===== config.mk =====
export PLATFORM = sky130hd
export DESIGN_NAME = ram_stream_reader
export DESIGN_NICKNAME = d
export VERILOG_FILES = /design/src/rtl/ram_stream_pkg.sv /design/src/rtl/ram_stream_buf.sv /design/src/rtl/ram_stream_reader.sv
export SDC_FILE = /design/constraint.sdc
export NUM_CORES = 1
export LEC_CHECK = 0
export BUFFER_PORTS_ARGS = -buffer_cell sky130_fd_sc_hd__buf_2
export CORE_MARGIN = 10
export CORE_UTILIZATION = 45
export CTS_CLUSTER_DIAMETER = 40
export DETAILED_ROUTE_END_ITERATION = 12
export PLACE_DENSITY = 0.77
export SYNTH_ARGS = -nofsm -noshare
export SYNTH_HDL_FRONTEND = slang
export SYNTH_SLANG_ARGS = --single-unit

===== constraint.sdc =====
create_clock -name clk -period 2.1 [get_ports clk]
set_input_delay 0.315 -clock clk [delete_from_list [all_inputs] [get_ports clk]]
set_output_delay 0.315 -clock clk [all_outputs]
set_load 0.02 [all_outputs]

===== src/rtl/ram_stream_pkg.sv =====
// Shared types and constants for the RAM stream reader.
// Holds the controller state encoding and the latency-absorbing buffer depth.
package ram_stream_pkg;

    localparam int unsigned BUF_DEPTH = 4;

    typedef enum logic [1:0] {
        IDLE,
        READ,
        DRAIN,
        DONE
    } rsr_state_e;

endpackage


===== src/rtl/ram_stream_buf.sv =====
// Small synchronous FIFO that absorbs RAM read latency in front of the stream output.
// The head entry drives the stream directly; reset flushes all entries.
module ram_stream_buf #(
    parameter  int unsigned WIDTH = 32,
    parameter  int unsigned DEPTH = 4,
    localparam int unsigned PW    = $clog2(DEPTH),
    localparam int unsigned OW    = $clog2(DEPTH + 1)
) (
    input  logic             clk,
    input  logic             rst_n,
    input  logic             push,
    input  logic [WIDTH-1:0] push_data,
    input  logic             push_last,
    output logic             valid,
    input  logic             ready,
    output logic [WIDTH-1:0] data,
    output logic             last,
    output logic [OW-1:0]    occupancy
);

    logic [DEPTH-1:0][WIDTH-1:0] mem_data;
    logic [DEPTH-1:0]            mem_last;
    logic [PW-1:0]               wr_ptr;
    logic [PW-1:0]               rd_ptr;
    logic                        pop;

    function automatic logic [PW-1:0] next_ptr(input logic [PW-1:0] ptr);
        return (ptr == PW'(DEPTH - 1)) ? '0 : ptr + PW'(1);
    endfunction

    assign valid = (occupancy != '0);
    assign pop   = valid && ready;
    assign data  = mem_data[rd_ptr];
    assign last  = mem_last[rd_ptr];

    // Storage, pointers and fill level
    always_ff @(posedge clk or negedge rst_n) begin
        if (!rst_n) begin
            mem_data  <= '0;
            mem_last  <= '0;
            wr_ptr    <= '0;
            rd_ptr    <= '0;
            occupancy <= '0;
        end else begin
            if (push) begin
                mem_data[wr_ptr] <= push_data;
                mem_last[wr_ptr] <= push_last;
                wr_ptr           <= next_ptr(wr_ptr);
            end
            if (pop) begin
                rd_ptr <= next_ptr(rd_ptr);
            end
            case ({push, pop})
                2'b10:   occupancy <= occupancy + OW'(1);
                2'b01:   occupancy <= occupancy - OW'(1);
                default: ;
            endcase
        end
    end

endmodule


===== src/rtl/ram_stream_reader.sv =====
// Burst read controller: walks a wrapping address range on a 1-cycle-latency RAM
// and presents the words as a valid/ready stream with a last marker.
module ram_stream_reader
    import ram_stream_pkg::*;
#(
    parameter  int unsigned WIDTH_DATA = 32,
    parameter  int unsigned NUMWORDS   = 256,
    localparam int unsigned AW         = $clog2(NUMWORDS),
    localparam int unsigned LW         = $clog2(NUMWORDS + 1)
) (
    input  logic                  clk,
    input  logic                  rst_n,
    input  logic                  start,
    input  logic [AW-1:0]         start_addr,
    input  logic [LW-1:0]         length,
    output logic                  busy,
    output logic                  done,
    output logic                  rd_en,
    output logic [AW-1:0]         rd_addr,
    input  logic [WIDTH_DATA-1:0] rd_data,
    output logic                  m_valid,
    output logic [WIDTH_DATA-1:0] m_data,
    output logic                  m_last,
    input  logic                  m_ready
);

    localparam int unsigned OW = $clog2(BUF_DEPTH + 1);
    localparam int unsigned SW = OW + 1;

    rsr_state_e      state;
    rsr_state_e      state_next;
    logic [LW-1:0]   remaining;
    logic [1:0]      in_flight;
    logic            rd_pend;
    logic            last_pend;
    logic [OW-1:0]   occupancy;
    logic            credit_c;
    logic            issue_c;

    // Only issue when the read is guaranteed a buffer slot on arrival
    assign credit_c = (SW'(in_flight) + SW'(occupancy)) < SW'(BUF_DEPTH);
    assign rd_en    = issue_c;

    always_comb begin
        state_next = state;
        issue_c    = 1'b0;
        case (state)
            IDLE: begin
                if (start) begin
                    state_next = (length == '0) ? DONE : READ;
                end
            end
            READ: begin
                issue_c = (remaining != '0) && credit_c;
                if (issue_c && (remaining == LW'(1))) begin
                    state_next = DRAIN;
                end
            end
            DRAIN: begin
                if (m_valid && m_ready && m_last) begin
                    state_next = DONE;
                end
            end
            DONE: begin
                state_next = IDLE;
            end
            default: begin
                state_next = IDLE;
            end
        endcase
    end

    always_ff @(posedge clk or negedge rst_n) begin
        if (!rst_n) begin
            state <= IDLE;
            busy  <= 1'b0;
            done  <= 1'b0;
        end else begin
            state <= state_next;
            busy  <= (state_next != IDLE);
            done  <= (state_next == DONE);
        end
    end

    // Address/remaining counters and the one-cycle RAM read pipeline tag
    always_ff @(posedge clk or negedge rst_n) begin
        if (!rst_n) begin
            rd_addr   <= '0;
            remaining <= '0;
            in_flight <= '0;
            rd_pend   <= 1'b0;
            last_pend <= 1'b0;
        end else begin
            rd_pend   <= issue_c;
            last_pend <= issue_c && (remaining == LW'(1));
            if ((state == IDLE) && start) begin
                rd_addr   <= start_addr;
                remaining <= length;
            end else if (issue_c) begin
                rd_addr   <= (rd_addr == AW'(NUMWORDS - 1)) ? '0 : rd_addr + AW'(1);
                remaining <= remaining - LW'(1);
            end
            case ({issue_c, rd_pend})
                2'b10:   in_flight <= in_flight + 2'd1;
                2'b01:   in_flight <= in_flight - 2'd1;
                default: ;
            endcase
        end
    end

    ram_stream_buf #(
        .WIDTH (WIDTH_DATA),
        .DEPTH (BUF_DEPTH)
    ) u_buf (
        .clk       (clk),
        .rst_n     (rst_n),
        .push      (rd_pend),
        .push_data (rd_data),
        .push_last (last_pend),
        .valid     (m_valid),
        .ready     (m_ready),
        .data      (m_data),
        .last      (m_last),
        .occupancy (occupancy)
    );

endmodule

* Word level (Yosys, flattened, before mapping)
Cells that the tools add are included.
** Operators by class
- Mux-type cells :: 25
- $lt $le $gt $ge :: 4
- Eq/ne operators :: 12
- Add/subtract/negate cells :: 9
- Reductions and logical operators :: 15
** Operators by type and width (number)
- $bwmux W128 :: 1
- $bmux W32 S2 :: 1
- $demux W32 S2 :: 1
- $mux W32 :: 2
- $mux W8 :: 3
- $mux W9 :: 2
- $eq A2 B2 Y1 const B :: 7
- $mux W2 :: 6
- $eq A9 B1 Y1 const B :: 1
- $logic_not A9 Y1 :: 1
- $reduce_bool A9 Y1 :: 1
- $sub A9 B1 Y9 const B :: 1
- $add A8 B1 Y8 const B :: 1
- $eq A8 B8 Y1 const B :: 1
- $pmux W2 S4 :: 1
- $reduce_bool A2 Y1 :: 4
- $logic_and A1 B1 Y1 :: 7
- $add A2 B1 Y2 const B :: 3
- $eq A2 B1 Y1 const B :: 3
- $lt A2 B3 Y1 const B :: 2
- $pmux W3 S2 :: 1
- $add A2 B3 Y4 :: 1
- $bwmux W4 :: 1
- $lt A4 B3 Y1 const B :: 1
- 10 further kinds :: 12
** Word-level totals
- Logic and storage cells :: 81
- Register bits after elaboration :: 164

* Logic depth before layout (Yosys ltp)
Gate-level depths: netlist of the first run.
- Word-level depth :: 7
- Mapped depth :: 10
- Depth with buffers taken out :: 8

* Modules after synthesis
From an unflattened synthesis of the first run, not the netlist that was laid out.
** Second synthesis, totals
- Cell total of the unflattened synthesis :: 506
- Area, all modules :: 7653.6 um^2
** Modules (own cells, without submodules)
- ram_stream_buf :: times used 1, cells each 357, area each 6208.5 um^2, sequential area each 3478.3 um^2
- ram_stream_reader :: times used 1, cells each 149, area each 1445.1 um^2, sequential area each 625.6 um^2

* Worst setup path before layout of the first run
No wires, ideal clock.
- Path type :: register to register
- From :: register in_flight[1]
- To :: register in_flight[1]
- Setup slack :: -125 ps
- Setup time :: 79 ps
- Stages on the path, launching flop included :: 9
- Required time :: 2021 ps
- Arrival time :: 2146 ps
- Cells stage by stage :: dfrtp_1 > ha_1 > a311o_1 > a211o_1 > buf_6 > buf_2 > ha_1 > nor2_1 > xor2_1
** On the way
- Cells in the longest elaborated chain, start to end :: 6
- Elaborated cells between the ends (all ways) :: 10
** RTL lines
- from (decl) :: line ram_stream_reader.sv:33 : logic [1:0] in_flight;
- from (signal assigned) :: line ram_stream_reader.sv:104 : 2'b10: in_flight <= in_flight + 2'd1;
- from (signal assigned) :: line ram_stream_reader.sv:105 : 2'b01: in_flight <= in_flight - 2'd1;
- $add A2 B3 Y4 :: line ram_stream_reader.sv:41 : assign credit_c = (SW'(in_flight) + SW'(occupancy)) < SW'(BUF_DEPTH);
- $lt A4 B3 Y1 :: line ram_stream_reader.sv:41
- $logic_and A1 B1 Y1 :: line ram_stream_reader.sv:54 : issue_c = (remaining != '0) && credit_c;
- $mux W1 :: line ram_stream_reader.sv:47 : case (state)
- $eq A2 B1 Y1 / $eq A2 B2 Y1 (equally long branches) :: line ram_stream_reader.sv:103 : case ({issue_c, rd_pend})
- $pmux W2 S2 / $reduce_bool A2 Y1 (equally long branches)
Several ways; a longest one is shown, not always the timed one.
A chain may end at the register's enable or synchronous reset.

* Worst setup path after layout of the first run
- From :: register in_flight[1]
- To :: output port rd_en
** On the way
- Cells in the longest elaborated chain, start to end :: 4
** RTL lines
- $add A2 B3 Y4 :: line ram_stream_reader.sv:41
- $lt A4 B3 Y1 :: line ram_stream_reader.sv:41
- $logic_and A1 B1 Y1 :: line ram_stream_reader.sv:54
- $mux W1 :: line ram_stream_reader.sv:47
- to (decl) :: line ram_stream_reader.sv:18 : output logic rd_en,
Every way passes these cells.

==> summary.txt, run 1 <==
Final layout
  – Nets: 701
  – Final design utilization: 0.5778
  – # diodes: 0
  – Syn-to-layout area delta: 27.01%
  – Layout cells sized above 1: 0.5580
  – Final Non-Filler Cells: 867
  – Fillers: 1292

CTS
  – Clk root buf: clkbuf_16
  – CTS clk-pin slew, worst paths: 70 ps
  – Inserted Clock Buffers: 17
  – Clk Latency, worst-skew pair: 420 ps
  – H-tree levels: 4
  – Max Root-Sink Buffers: 2
  – CTS tree: done
  – CTS sink cnt: 164

Power and ir drop
  – Power Dens Cells: 1050 mW/mm2
  – Leak Pwr: 4.103 nW
  – Peak VDD IR: 0.7664 mV

Place
  – Buffers on Ports: 97
  – Placed Cells: 824
  – Place WS: -135.3 ps
  – Detailed placer's ending HPWL: 11710 um
  – RePlAce Congestion: 0.8414

Die
  – Initial Utilization: 0.4549
  – Io pins: 98
  – Row cnt: 47
  – Die W: 149.0 um
  – Chip Height: 149.0 um
  – Die ar.: 0.02221 mm2
  – Core area: 0.01647 mm2

STA
  – Skew final: 9.754 ps
  – Endpoints failing setup: 27
  – Hold Vio Cnt, Final: 0
  – Post-route minimum period: 2206 ps
  – Slew headroom: 0.6347
  – Final worst-path cycle share: 1.050
  – Max Clk Rate: 0.4534 GHz
  – Unrepaired setup endpoints after global routing: yes
  – Hold Slack: 106.2 ps
  – Slew @ Worst Pin: 548.0 ps
  – Worst Slack Setup Final: -105.5 ps
  – Slew Limit Fails: 0
  – Setup TNS: -713.0 ps

Logic synthesis
  – Synthesized cell area: 0.007491 mm2
  – Sequential fraction of the synthesis area: 0.5479
  – Synthesis Warnings: 0
  – Synthesized area per cell: 14.75 um2
  – Synthesized instance count: 508
  – Number of flops mapped to enable cells by yosys: 0
  – Syn nets: 574
  – Synth Flop Type: dfrtp_1
  – Synthesized flop and latch total: 164
  – Synth cell types: 47
  – Fraction of registers with async set/reset: 1.000

Route
  – Final WL: 17680 um
  – Drt first-iter violations: 227
  – Wirelength per Cell: 20.39 um
  – Vias: 4807
  – Antenna Nets Post-Route: 0
  – Via density: 5.544
  – DRC violations left: 0
  – First-pass DRT Iterations: 5

Critical path
  – Setup CP Type: reg2out
  – Slowest cell delay on critical path: 430 ps
  – Critical Path Slowest Stage Cell: dfrtp_1
  – Arrival @ worst endpoint: 1890 ps
  – Reg2reg end: remaining[7]
  – Setup crit start kind: flip-flop
  – Critical path peak fanout: 2
  – CP bufs+invs: 2
  – Crit Reg-Reg Startpoint: in_flight[1]
  – Data required, critical path: 1780 ps
  – Critical Path Sink Type: output pin
  – R2r setup slk: -60 ps
  – Top delay family on crit path: compound AO/OA/AOI/OAI gates
  – CP cell instances: ha_4 -> a311o_1 -> a211o_4 -> inv_8 -> buf_6
  – Reg2Reg Depth: 6

Hold path
  – Hold Path Class: in2reg
  – HP Start: start_addr[2]
  – Worst Hold Depth: 3
  – Hold Path Sink: rd_addr[2]

Run
  – MaxCap Viol Count: 0

Global route
  – Largest net degree at the start of global routing: 59
  – Vias in the first global route: 5302
  – Global-route wire length before repair: 28350 um
  – Grt ovf: 0
  – Antenna violations before repair: 0
  – Gr usage total: 0.1627

Status
  – Failing checks: negative setup slack
  – Outcome: complete, but fails checks
==> stage by stage <==
step | area (um2) | power, mW
2_1_floorplan | 7513 | 5.210
5_1_grt | 9514 | 10.43
4_1_cts | 9319 | 9.764
3_3_place_gp | 8419 | 6.073
3_5_place_dp | 8419 | 6.140
6_report | 9514 | 9.989
==> sequential cells by signal, indices dropped and copies added (netlist names) <==
signal           cells
u_buf.mem_data     128
remaining            9
rd_addr              8
u_buf.mem_last       4
u_buf.occupancy      3
in_flight            2
state                2
u_buf.rd_ptr         2
u_buf.wr_ptr         2
busy                 1
done                 1
last_pend            1
rd_pend              1
==> worst min-delay path: cells and delay by family <==
family / cells / cell delay (ps)
buf+inv: 1 / 80
compound gates: 2 / 100
==> timing repair <==
item                                    in CTS  in global routing
hold buffers                                 1                  0
buffers inserted                             8                  1
endpoints found under the setup margin      33                 55
gates cloned                                 4                  0
pin swaps                                    4                  4
endpoints found under the hold margin       50                  0
resized for setup                           32                 71
==> Yosys cell counts, types with 3 or more instances <==
library cell / n / share of area
or3b_2: 3 / 0.0035
nor3_1: 8 / 0.0053
nand2_1: 17 / 0.0085
inv_1: 12 / 0.0060
dfrtp_1: 164 / 0.55
nor4_1: 6 / 0.0050
mux2_2: 136 / 0.20
nand3_1: 9 / 0.0060
or4_1: 3 / 0.0030
or3_1: 3 / 0.0025
nor2_1: 12 / 0.0060
xnor2_1: 4 / 0.0047
clkbuf_1: 11 / 0.0055
a32oi_1: 3 / 0.0035
a21oi_1: 5 / 0.0033
ha_1: 12 / 0.020
mux2i_1: 4 / 0.0053
o21ai_0: 5 / 0.0033
mux4_2: 33 / 0.099
xor2_1: 3 / 0.0035
buf_2: 4 / 0.0027
buf_1: 12 / 0.0060
a221o_1: 6 / 0.0080
==> layer usage <==
layer | routed length (um) | vias up | global-route usage
met3 | 1011 | 16 | 0.04733
met2 | 9041 | 126 | 0.2742
met4 | 208 | 0 | 0.04858
met5 | 0 | - | 0
met1 | 7416 | 2506 | 0.1979
li1 | - | 2159 | -
==> worst max-delay path by stage <==
stage / startpoint / end / slack [ps] / cells past startpoint
after floorplan: u_buf.occupancy[1] / in_flight[1] / -40 / 9
after global placement: u_buf.occupancy[1] / remaining[0] / 10 / 6
after detailed placement: u_buf.occupancy[1] / rd_addr[7] / -140 / 6
after CTS: in_flight[1] / rd_en / -200 / 5
after global routing: in_flight[1] / rd_en / -150 / 5
final: in_flight[1] / rd_en / -110 / 5
==> cell type report <==
class                   count  area, um2  share of cell area
inverters                  13      56.30            0.005918
flip-flops and latches    164       4108              0.4317
repair buffers            137       1152              0.1211
clock buffers              19      452.9             0.04761
well taps                 220      275.3             0.02893
multi-input cells         302       3338              0.3509
clock inverters            12      131.4             0.01381
==> cells in the final DEF (no fill, tap or decap), drive strengths merged, types with 2 or more instances in the layout <==
cell type / instances
nor2b: 2
nor4: 6
a221o: 6
a31oi: 2
a32oi: 3
nor3: 8
mux4: 33
a21oi: 5
mux2: 136
nand2b: 2
nor3b: 2
bufinv: 2
nand2: 17
or3: 3
o31ai: 2
o21ai: 5
xor2: 3
xnor2: 4
ha: 12
nand3: 9
mux2i: 4
buf: 136
inv: 14
dfrtp: 164
or4: 3
o211ai: 2
a221oi: 2
or3b: 3
clkbuf: 19
nor2: 12
clkinv: 8
a211o: 2
==> kinds of logic after synthesis <==
logic type,after synthesis,synth area share
multiplexers,173,0.3090
flip-flops,164,0.5479
AND/OR/NAND/NOR,73,0.05095
buffers and inverters,42,0.02372
AO/OA/AOI/OAI,36,0.03758
adder cells (fa/ha/maj),13,0.02272
XOR/XNOR,7,0.008185
==> power breakdown <==
group | switching (mW) | internal, mW
registers | 0.198 | 3.35
logic | 1.50 | 1.88
clock network | 1.25 | 1.81
Note: power is estimated with default switching activity, not from simulation.
==> inputs of run 2 (changes only) <==
--- a/config.mk
+++ b/config.mk
@@ -6,7 +6,6 @@
 export NUM_CORES = 1
 export LEC_CHECK = 0
 export BUFFER_PORTS_ARGS = -buffer_cell sky130_fd_sc_hd__buf_2
-export CORE_MARGIN = 10
 export CORE_UTILIZATION = 45
 export CTS_CLUSTER_DIAMETER = 40
 export DETAILED_ROUTE_END_ITERATION = 12
==> summary.txt, run 2 (synthesis results as in run 1) <==
Final layout
  – Footprint of the multi-input gates: 0.003337 mm2 (about the same)
  – Layout cells sized above 1: 0.5607 (+0.002716)
  – Most frequent cells in the layout: 162 x dfrtp_1, 136 x mux2_2, 67 x buf_2, 33 x mux4_2, 32 x buf_6
  – Largest Register: u_buf.mem_data
  – Final Non-Filler Cells: 867 (unchanged)
  – Biggest regs: u_buf.mem_data: 128 flops, remaining: 9 flops, rd_addr: 8 flops
  – Commonest non-fill, non-tap cell in the layout: dfrtp_1
  – # diodes: 0 (unchanged)
  – Fillers: 1245 (-3.6%)
  – Nets: 704 (+0.43%)
  – Flip-flop count of the largest register after layout: 128 (unchanged)
  – Seq. cell area: 0.004106 mm2 (about the same)
  – Syn-to-layout area delta: 26.52%

Status
  – Outcome: complete, but fails checks
  – Failing checks: negative setup slack

CTS
  – Inserted Clock Buffers: 17 (unchanged)
  – Clk Latency, worst-skew pair: 420 ps (about the same)
  – H-tree levels: 4 (unchanged)
  – CTS clk-pin slew, worst paths: 70 ps (about the same)
  – CTS sink cnt: 164 (unchanged)
  – Clk root buf: clkbuf_16
  – CTS tree: done
  – Max Root-Sink Buffers: 2 (unchanged)

STA
  – Slew Limit Fails: 0 (unchanged)
  – Hold Vio Cnt, Final: 0 (unchanged)
  – Final worst-path cycle share: 1.059 (+0.009060)
  – Worst Slack Setup Final: -124.5 ps (-19.03 ps)
  – Unrepaired setup endpoints after global routing: yes
  – Endpoints failing setup: 30 (+11%)
  – Post-route minimum period: 2225 ps (+19.03 ps)
  – Slew headroom: 0.6700 (+0.03532)
  – Skew final: 10.40 ps (+0.6487 ps)
  – Slew @ Worst Pin: 495.0 ps (-52.99 ps)
  – Max Clk Rate: 0.4495 GHz (-0.86%)

Hold path
  – Worst Hold Depth: 3 (unchanged)
  – Hold Path Class: in2reg
  – Hold Path Sink: rd_addr[2]
  – HP Start: start_addr[2]

Die
  – Initial Utilization: 0.4665 (+0.01156)
  – Row cnt: 46 (-2.1%)
  – Core area: 0.01606 mm2 (-2.5%)
  – Io pins: 98 (unchanged)
  – Die W: 131.0 um (-12%)
  – Die ar.: 0.01717 mm2 (-23%)
  – Chip Height: 131.0 um (-12%)

Critical path
  – Critical Path Sink Type: output pin
  – Arrival @ worst endpoint: 1910 ps (+20 ps)
  – R2r setup slk: -80 ps (-20 ps)
  – Crit Reg-Reg Startpoint: u_buf.occupancy[1]
  – Reg2Reg Depth: 6 (unchanged)
  – Setup CP Type: reg2out
  – Reg2reg end: remaining[7]
  – Critical path peak fanout: 2 (unchanged)
  – Setup crit start kind: flip-flop
  – Data required, critical path: 1780 ps (about the same)

Power and ir drop
  – Reg power frac: 0.355 (about the same)
  – Comb power frac: 0.338 (about the same)
  – Peak VDD IR: 0.5730 mV (-25%)
  – Clk network pwr share: 0.308 (+0.002)
  – Int Pwr: 7.025 mW (-0.24%)
  – Sw power: 2.853 mW (-3.2%)
  – Power Dens Cells: 1042 mW/mm2 (-0.74%)
  – Leak Pwr: 4.100 nW (about the same)
  – Total power: 9.877 mW (-1.1%)
  – Sw Ratio: 0.2888 (-0.006243)

Global route
  – Gr usage total: 0.2074 (+0.04466)
  – Global-route wire length before repair: 26540 um (-6.4%)
  – Vias in the first global route: 5215 (-1.6%)
  – Antenna violations before repair: 0 (unchanged)
  – Largest net degree at the start of global routing: 52 (-12%)
  – Grt ovf: 0 (unchanged)

Route
  – Wirelength per Cell: 19.30 um (-5.3%)
  – DRC violations left: 0 (unchanged)
  – Final WL: 16740 um (-5.3%)
  – Via density: 5.559 (+0.27%)
  – Antenna Nets Post-Route: 0 (unchanged)
  – Drt first-iter violations: 234 (+3.1%)
  – First-pass DRT Iterations: 4 (-1)
  – Vias: 4820 (+0.27%)

Run
  – MaxCap Viol Count: 0 (unchanged)

Place
  – Placed Cells: 822 (-0.24%)
  – RePlAce Congestion: 0.8763 (+4.1%)
  – Buffers on Ports: 97 (unchanged)
  – Detailed placer's ending HPWL: 10670 um (-8.9%)
run 2: changes by cell type in the layout (fill, tap and decap cells not counted), sizes merged:
| cell | change |
|---|---|
| clkinv | -3 |
| buf | +1 |
| inv | -1 |
| clkbuf | +7 |
run 2: area by class of cell:
cell class                 instances  share of cell area
tap                              216             0.02851
sequential                       164              0.4333
clock inverter                     8             0.01056
inverter                          13            0.005413
multi-input combinational        302              0.3521
clock buffer                      24             0.05083
timing repair buffer             140              0.1193
run 2: how the worst max path moves through the flow:
stage	from	endpoint	slack, ps	depth (start not counted)
floorplan	u_buf.occupancy[1]	in_flight[1]	-40	9
finish	u_buf.occupancy[1]	rd_en	-120	5
global route	u_buf.occupancy[1]	rd_en	-190	5
CTS	u_buf.occupancy[1]	rd_en	-140	5
detailed placement	u_buf.occupancy[1]	rd_addr[7]	-100	6
global placement	u_buf.occupancy[1]	rd_addr[0]	-2	6
run 2: per-stage QoR:
stage	cell area [um2]	TNS [ps]	hold slack, ps	setup slack (ps)	util
CTS	9174	-1561	103.3	-138.5	0.5713
finish	9478	-1424	115.1	-124.5	0.5902
global placement	8404	-2.857	276.9	-1.946	0.5234
detailed placement	8404	-680.2	289.7	-98.19	0.5234
floorplan	7513	-81.15	19.41	-42.03	-
global route	9478	-3891	118.7	-191.9	0.5902
run 2: what timing repair did:
| action | CTS | global route |
|---|---|---|
| endpoints found under the setup margin | 33 | 53 |
| endpoints found under the hold margin | 46 | 0 |
| gates cloned | 2 | 2 |
| pin swaps | 2 | 3 |
| hold buffers | 1 | 0 |
| buffers inserted | 4 | 5 |
| resized for setup | 26 | 65 |
run 2: routing by layer:
| layer | routed length [um] | part of all wire | track usage |
|---|---|---|---|
| met1 | 6912 | 0.41 | 0.2499 |
| met2 | 8882 | 0.53 | 0.3645 |
| met3 | 688 | 0.041 | 0.05578 |
| met4 | 252 | 0.015 | 0.05882 |
| met5 | 0 | 0 | 0 |
run 2: critical path: stages (launching register included):
cell     delay [ps]
dfrtp_1         400
ha_1            320
a311o_1         300
a211o_4         300
inv_4            70
buf_6           110
run 2: power groups by stage:
| stage | registers (mW) | logic [mW] | clock network [mW] |
|---|---|---|---|
| 5_1_grt | 3.53 | 3.56 | 3.25 |
| 4_1_cts | 3.49 | 2.81 | 3.10 |
| 6_report | 3.50 | 3.33 | 3.04 |
| 3_5_place_dp | 3.53 | 2.54 | 0 |
| 3_3_place_gp | 3.51 | 2.49 | 0 |
| 2_1_floorplan | 3.49 | 1.72 | 0 |
